## src/rtl/conv_engine_arbiter.sv

```systemverilog
// Frame-granular round-robin arbiter that shares one 1-D convolution engine between two stream requesters.
// Define CONV_ARB_STATS_EN to add the per-requester completed-frame counters frames0/frames1.
`timescale 1ns/1ps
module conv_engine_arbiter #(
    parameter int T        = 16,
    parameter int X_COUNT  = 64,
    parameter int F_COUNT  = 33,
    parameter int OP_COUNT = X_COUNT - F_COUNT + 1,
    parameter int CNT_W    = $clog2(X_COUNT) + 1
) (
    input  logic                clk,
    input  logic                reset,

    input  logic signed [T-1:0] s0_data_x,
    input  logic                s0_valid_x,
    output logic                s0_ready_x,

    input  logic signed [T-1:0] s1_data_x,
    input  logic                s1_valid_x,
    output logic                s1_ready_x,

    output logic signed [T-1:0] e_data_x,
    output logic                e_valid_x,
    input  logic                e_ready_x,

    input  logic signed [T-1:0] e_data_y,
    input  logic                e_valid_y,
    output logic                e_ready_y,

    output logic signed [T-1:0] m0_data_y,
    output logic                m0_valid_y,
    input  logic                m0_ready_y,

    output logic signed [T-1:0] m1_data_y,
    output logic                m1_valid_y,
    input  logic                m1_ready_y,

    output logic                owner,
    output logic                busy
`ifdef CONV_ARB_STATS_EN
    ,
    output logic [15:0]         frames0,
    output logic [15:0]         frames1
`endif
);

    typedef enum logic [1:0] {
        IDLE  = 2'd0,
        LOAD  = 2'd1,
        DRAIN = 2'd2
    } state_e;

    state_e           state_q, state_d;
    logic             owner_q, owner_d;
    logic             rrNext_q, rrNext_d;
    logic [CNT_W-1:0] inCnt_q, inCnt_d;
    logic [CNT_W-1:0] outCnt_q, outCnt_d;
    logic             inFire;
    logic             outFire;

    always_ff @(posedge clk) begin
        if (reset) begin
            state_q  <= IDLE;
            owner_q  <= 1'b0;
            rrNext_q <= 1'b0;
            inCnt_q  <= '0;
            outCnt_q <= '0;
        end else begin
            state_q  <= state_d;
            owner_q  <= owner_d;
            rrNext_q <= rrNext_d;
            inCnt_q  <= inCnt_d;
            outCnt_q <= outCnt_d;
        end
    end

    // Engine results arriving during LOAD see e_ready_y=0, so the engine holds them until DRAIN.
    always_comb begin
        state_d    = state_q;
        owner_d    = owner_q;
        rrNext_d   = rrNext_q;
        inCnt_d    = inCnt_q;
        outCnt_d   = outCnt_q;
        inFire     = 1'b0;
        outFire    = 1'b0;
        e_data_x   = '0;
        e_valid_x  = 1'b0;
        s0_ready_x = 1'b0;
        s1_ready_x = 1'b0;
        e_ready_y  = 1'b0;
        m0_data_y  = '0;
        m0_valid_y = 1'b0;
        m1_data_y  = '0;
        m1_valid_y = 1'b0;

        unique case (state_q)
            IDLE: begin
                if (s0_valid_x && s1_valid_x) begin
                    owner_d = rrNext_q;
                    state_d = LOAD;
                end else if (s0_valid_x) begin
                    owner_d = 1'b0;
                    state_d = LOAD;
                end else if (s1_valid_x) begin
                    owner_d = 1'b1;
                    state_d = LOAD;
                end
            end

            LOAD: begin
                e_data_x   = owner_q ? s1_data_x : s0_data_x;
                e_valid_x  = owner_q ? s1_valid_x : s0_valid_x;
                s0_ready_x = !owner_q && e_ready_x;
                s1_ready_x = owner_q && e_ready_x;
                inFire     = (owner_q ? s1_valid_x : s0_valid_x) && e_ready_x;
                if (inFire) begin
                    if (inCnt_q == CNT_W'(X_COUNT - 1)) begin
                        inCnt_d = '0;
                        state_d = DRAIN;
                    end else begin
                        inCnt_d = inCnt_q + 1'b1;
                    end
                end
            end

            DRAIN: begin
                m0_valid_y = !owner_q && e_valid_y;
                m1_valid_y = owner_q && e_valid_y;
                m0_data_y  = owner_q ? '0 : e_data_y;
                m1_data_y  = owner_q ? e_data_y : '0;
                e_ready_y  = owner_q ? m1_ready_y : m0_ready_y;
                outFire    = e_valid_y && (owner_q ? m1_ready_y : m0_ready_y);
                if (outFire) begin
                    if (outCnt_q == CNT_W'(OP_COUNT - 1)) begin
                        outCnt_d = '0;
                        state_d  = IDLE;
                        rrNext_d = !owner_q;
                    end else begin
                        outCnt_d = outCnt_q + 1'b1;
                    end
                end
            end

            default: begin
                state_d = IDLE;
            end
        endcase
    end

    assign owner = owner_q;
    assign busy  = (state_q != IDLE);

`ifdef CONV_ARB_STATS_EN
    logic [15:0] frames0_q, frames0_d;
    logic [15:0] frames1_q, frames1_d;
    logic        frameDone;

    assign frameDone = (state_q == DRAIN) && (state_d == IDLE);

    // Counters wrap naturally at 16 bits.
    always_comb begin
        frames0_d = frames0_q;
        frames1_d = frames1_q;
        if (frameDone) begin
            if (owner_q) begin
                frames1_d = frames1_q + 16'd1;
            end else begin
                frames0_d = frames0_q + 16'd1;
            end
        end
    end

    always_ff @(posedge clk) begin
        if (reset) begin
            frames0_q <= '0;
            frames1_q <= '0;
        end else begin
            frames0_q <= frames0_d;
            frames1_q <= frames1_d;
        end
    end

    assign frames0 = frames0_q;
    assign frames1 = frames1_q;
`endif

endmodule

```

## config.mk

```make
export PLATFORM = sky130hd
export DESIGN_NAME = conv_engine_arbiter
export DESIGN_NICKNAME = d
export VERILOG_FILES = /design/src/rtl/conv_engine_arbiter.sv
export SDC_FILE = /design/constraint.sdc
export NUM_CORES = 1
export LEC_CHECK = 0
export CAP_MARGIN = 0
export CORE_UTILIZATION = 30
export DETAILED_ROUTE_END_ITERATION = 10
export PLACE_DENSITY_LB_ADDON = 0.1
export SLEW_MARGIN = 25
export SYNTH_ARGS = -nofsm -noshare
export SYNTH_HDL_FRONTEND = slang
export SYNTH_SLANG_ARGS = --single-unit
```

## constraint.sdc

```tcl
create_clock -name clk -period 1.6 [get_ports clk]
set_input_delay 0.48 -clock clk [delete_from_list [all_inputs] [get_ports clk]]
set_output_delay 0.48 -clock clk [all_outputs]
set_load 0.02 [all_outputs]
```

======== Word level (Yosys, flattened, before mapping) ========
Index checks and enable logic that the tools add are counted.
W data, S select, Z words.
storage, ports and cells
  register bits ........................... 18
  input bits .............................. 56
  output and inout bits ................... 56
cells by class
  add/subtract/negate cells ............... 2
  equality and inequality tests ........... 9
  mux-type cells .......................... 27
  reductions and logical operators ........ 16
operators with widths
  kind                   count
  $mux W16               6
  $add A7 B1 Y7 const B  2
  $mux W2                7
  $mux W7                2
  $mux W1                11
  $ne A2 B2 Y1 const B   4
  $eq A7 B5 Y1 const B   1
  $eq A7 B6 Y1 const B   1
  $logic_and A1 B1 Y1    7
  $pmux W2 S3            1
  $reduce_and A2 Y1      3
  $reduce_and A5 Y1      1
  $ne A4 B4 Y1 const B   1
  $reduce_and A3 Y1      1
  $reduce_bool A3 Y1     1
  $eq A2 B1 Y1 const B   1
  $eq A2 B2 Y1 const B   1
  $logic_not A2 Y1       1
  $reduce_bool A2 Y1     1
  $logic_not A1 Y1       1

======== Depth between registers and ports, before layout ========
  depth in word-level cells ............... 4
  gate-level depth with buffers ........... 5

======== Least setup slack after synthesis ========
Ideal clock, no wire load.
  path type ............................... reg-to-output
  start ................................... register owner_q, in the netlist owner
  end ..................................... output port e_data_x[10]
  arrival ................................. 1.525 ns
  required time ........................... 1.120 ns
  slack ................................... -0.405 ns
  cell stages (with the launch flop) ...... 6
  buffers on the path ..................... 3
  cells stage by stage .................... dfxtp_1 -> buf_4 -> buf_2 -> buf_2 -> mux2i_1 -> nor2_1
on the way
  longest elaborated chain between the ends .. 2
RTL lines
  what                      RTL line  source
  start: declaration        54        logic owner_q, owner_d;
  start signal: assignment  70        owner_q <= owner_d;
  $mux W16                  111       e_data_x = owner_q ? s1_data_x : s0_data_x;
  $mux W16                  96        unique case (state_q)
  end: declaration          22        output logic signed [T-1:0] e_data_x,
No other way between the ends.

======== Worst setup path after layout ========
  start ................................... input port s0_data_x[9]
  end ..................................... output port e_data_x[9]
on the way
  longest elaborated chain between the ends .. 2
RTL lines
  what                RTL line  source
  start: declaration  14        input logic signed [T-1:0] s0_data_x,
  $mux W16            111
  $mux W16            96
No other way between the ends.

==> run metrics <==
worst hold path type=reg2reg; Die ar.=5050 µm²; WHS Path Cells=2; max incr delay on CP=0.51 ns; routed vias/inst=4.67; Die H=between 70 and 80 µm; GP Congestion=0.827; Initial Util=roughly a third; Clock Pin Slew Worst Setup and Hold Paths=0.07 ns; via count=1711; clock root buffer=clkbuf_8; hold_buf cts=0; FILL cells=365; syn_nets=~240; RSZ-0062 raised after global routing=yes; H-tree depth=1; crit path DAT=1.29 ns; worst-margin pin slew=between 0.3 and 0.4 ns; Mean Syn Cell Area=~8 µm²; Synth Instances=179; setup slack after layout=-0.171 ns; Max-cap violations=0; fin. max-slew vios=0; P_leak=1.32 nW; area of the multi-input gates=1250 µm²; Max FO, Critical Path=1; outcome=complete, but fails checks; peak supply drop=489 µV; Worst Path Class, Setup=in2out; violated checks=design-rule violations, negative setup slack; R2R depth=6; Crit-path slowest cell=clkdlybuf4s50_1; PwrDens=~400 nW/µm²; CTS Buf Count=3; CP Cell Sequence=clkdlybuf4s50_1, mux2i_4, nor2_2, buf_4; # rows=24; initial antenna violation count=1; CTS tree=yes; Final Setup Violations=55; drt pass-1 iters=7; Post-DP HPWL=approximately 3600 µm; core area=4470 µm²; Setup TNS Final=-6.70 ns; Syn. warnings=0; number of synthesized flops with an enable pin=0; Max Clk Rate=565 MHz; Pwr Total=about 1.2 mW; pre-CTS WS=-0.730 ns; sequential fraction of the synthesis area=25.2%; area of all sequential standard cells=367 µm²; crit path launch type=input pin; final WL=4740 µm; first-pass GRT wire length=7470 µm; post-synthesis cell type count=38; routed len/inst=13.0 µm; GRT Residual Overflow=0; clk_lat worst skew=between 0.2 and 0.3 ns; Die W=around 71 µm; dominant synthesized flop cell=dfxtp_1; Yosys reg bits=18; fin cells=366; skew final=around 0.0026 ns; Total GRT Usage=18.4%; Setup crit end kind=output pin; Final Cycle Share=111%; DRC=10; Fin. Hold Viols=0; Slew HR=roughly four fifths; nets=~370; IO Pins=112; fraction of registers with async set or reset after synthesis=0%; Port Buffer Count=about 110; DRT iter0 DRCs=49; layout cells sized above 1=roughly half; Final min period=about 1.8 ns; vias in the first global route=~1700; Placed Cells=~360; Critical Path RT=around 1.1 ns; Mapped Area=1430 µm²; antenna viol nets, final=0; Area growth syn-to-layout=118%; largest net degree at the start of global routing=18; Clock Tree Buf Depth=2; worst hold slack=roughly 0.45 ns; clock sink count=18
## cells in the mapped netlist (3+ instances only)
library cell  instances  area, µm²
a21oi_1               4       20.0
and2_1               34        213
buf_2                 3       15.0
clkbuf_1              6       22.5
dfxtp_1              18        360
mux2i_1              16        160
nand2_1               9       33.8
nand2b_1              4       25.0
nor2_1               34        128
nor3_1                6       30.0
xnor2_1              10       87.6
## kinds of logic after synthesis
family          Yosys count  synth area share (%)
mux                      18                  13.7
flops                    18                  25.2
simple gates            108                  43.9
buf+inv                  12                  3.67
xor+xnor                 10                  6.12
fa+ha+maj                 2                  1.75
compound gates           11                  5.68
## routing by layer
| layer | track usage [%] | routed length [µm] | vias to the layer above |
|---|---|---|---|
| li1 | - | - | 880 |
| met1 | 20.5 | 1850 | 747 |
| met2 | 33.5 | 2410 | 78 |
| met3 | 6.70 | 406 | 6 |
| met4 | 3.78 | 71 | 0 |
| met5 | 0 | 0 | - |
## placed cells by master, fill, tap and decap left out, types with 10 or more instances in the layout
cell	count
clkdlybuf4s50_1	40
buf_6	47
nor2_1	15
and2_4	11
mux2i_1	12
xnor2_1	10
buf_4	29
nor2_2	13
dlygate4sd2_1	13
dfxtp_1	15
and2_2	14
## repair_timing
item | CTS | global route
buffers inserted | 2 | 0
gates resized for setup | 360 | 23
pin swaps | 4 | 2
endpoints found under the setup margin | 67 | 63
gates cloned | 1 | 1
## state kept, by name, summed over array words and instances (netlist names)
name	flops
inCnt_q	7
owner	1
outCnt_q	7
rrNext_q	1
state_q	2
## layout make-up
cell class,instances,share of cell area (%)
flip-flops and latches,18,11.7
well taps,52,2.08
inverters,2,0.240
diodes,1,0.0801
repair buffers,140,44.4
clock buffers,4,1.44
multi-input cells,149,40.1
## worst max-delay path: cells and delay by family
kind	cells	cell delay (ns)
AND/OR/NAND/NOR	1	0.07
multiplexers	1	0.08
buffers and inverters	2	0.65
## worst paths after layout
path / start / endpoint / slack [ns]
hold reg to reg: inCnt_q[6] / inCnt_q[6] / 0.45
setup reg to reg: owner / inCnt_q[0] / -0.01
hold / removal: inCnt_q[6] / inCnt_q[6] / 0.45
setup / recovery: s0_data_x[9] / e_data_x[9] / -0.17
## where the power goes
group,total (mW),leakage [nW],internal (mW),switching (mW)
Sequential,0.459,0.147,0.452,0.00662
Combinational,0.463,1.15,0.264,0.199
Clock,0.326,0.0228,0.177,0.150
Total,1.25,1.32,0.893,0.355
## through the flow
stage / area (µm²) / util (%)
6_report: 3130 / 69.9
5_1_grt: 3130 / 69.9
4_1_cts: 3030 / 67.6
3_5_place_dp: 2840 / 63.6
3_3_place_gp: 2840 / 63.6
2_1_floorplan: 1540 / -
Note: power is estimated with default switching activity, not from simulation.
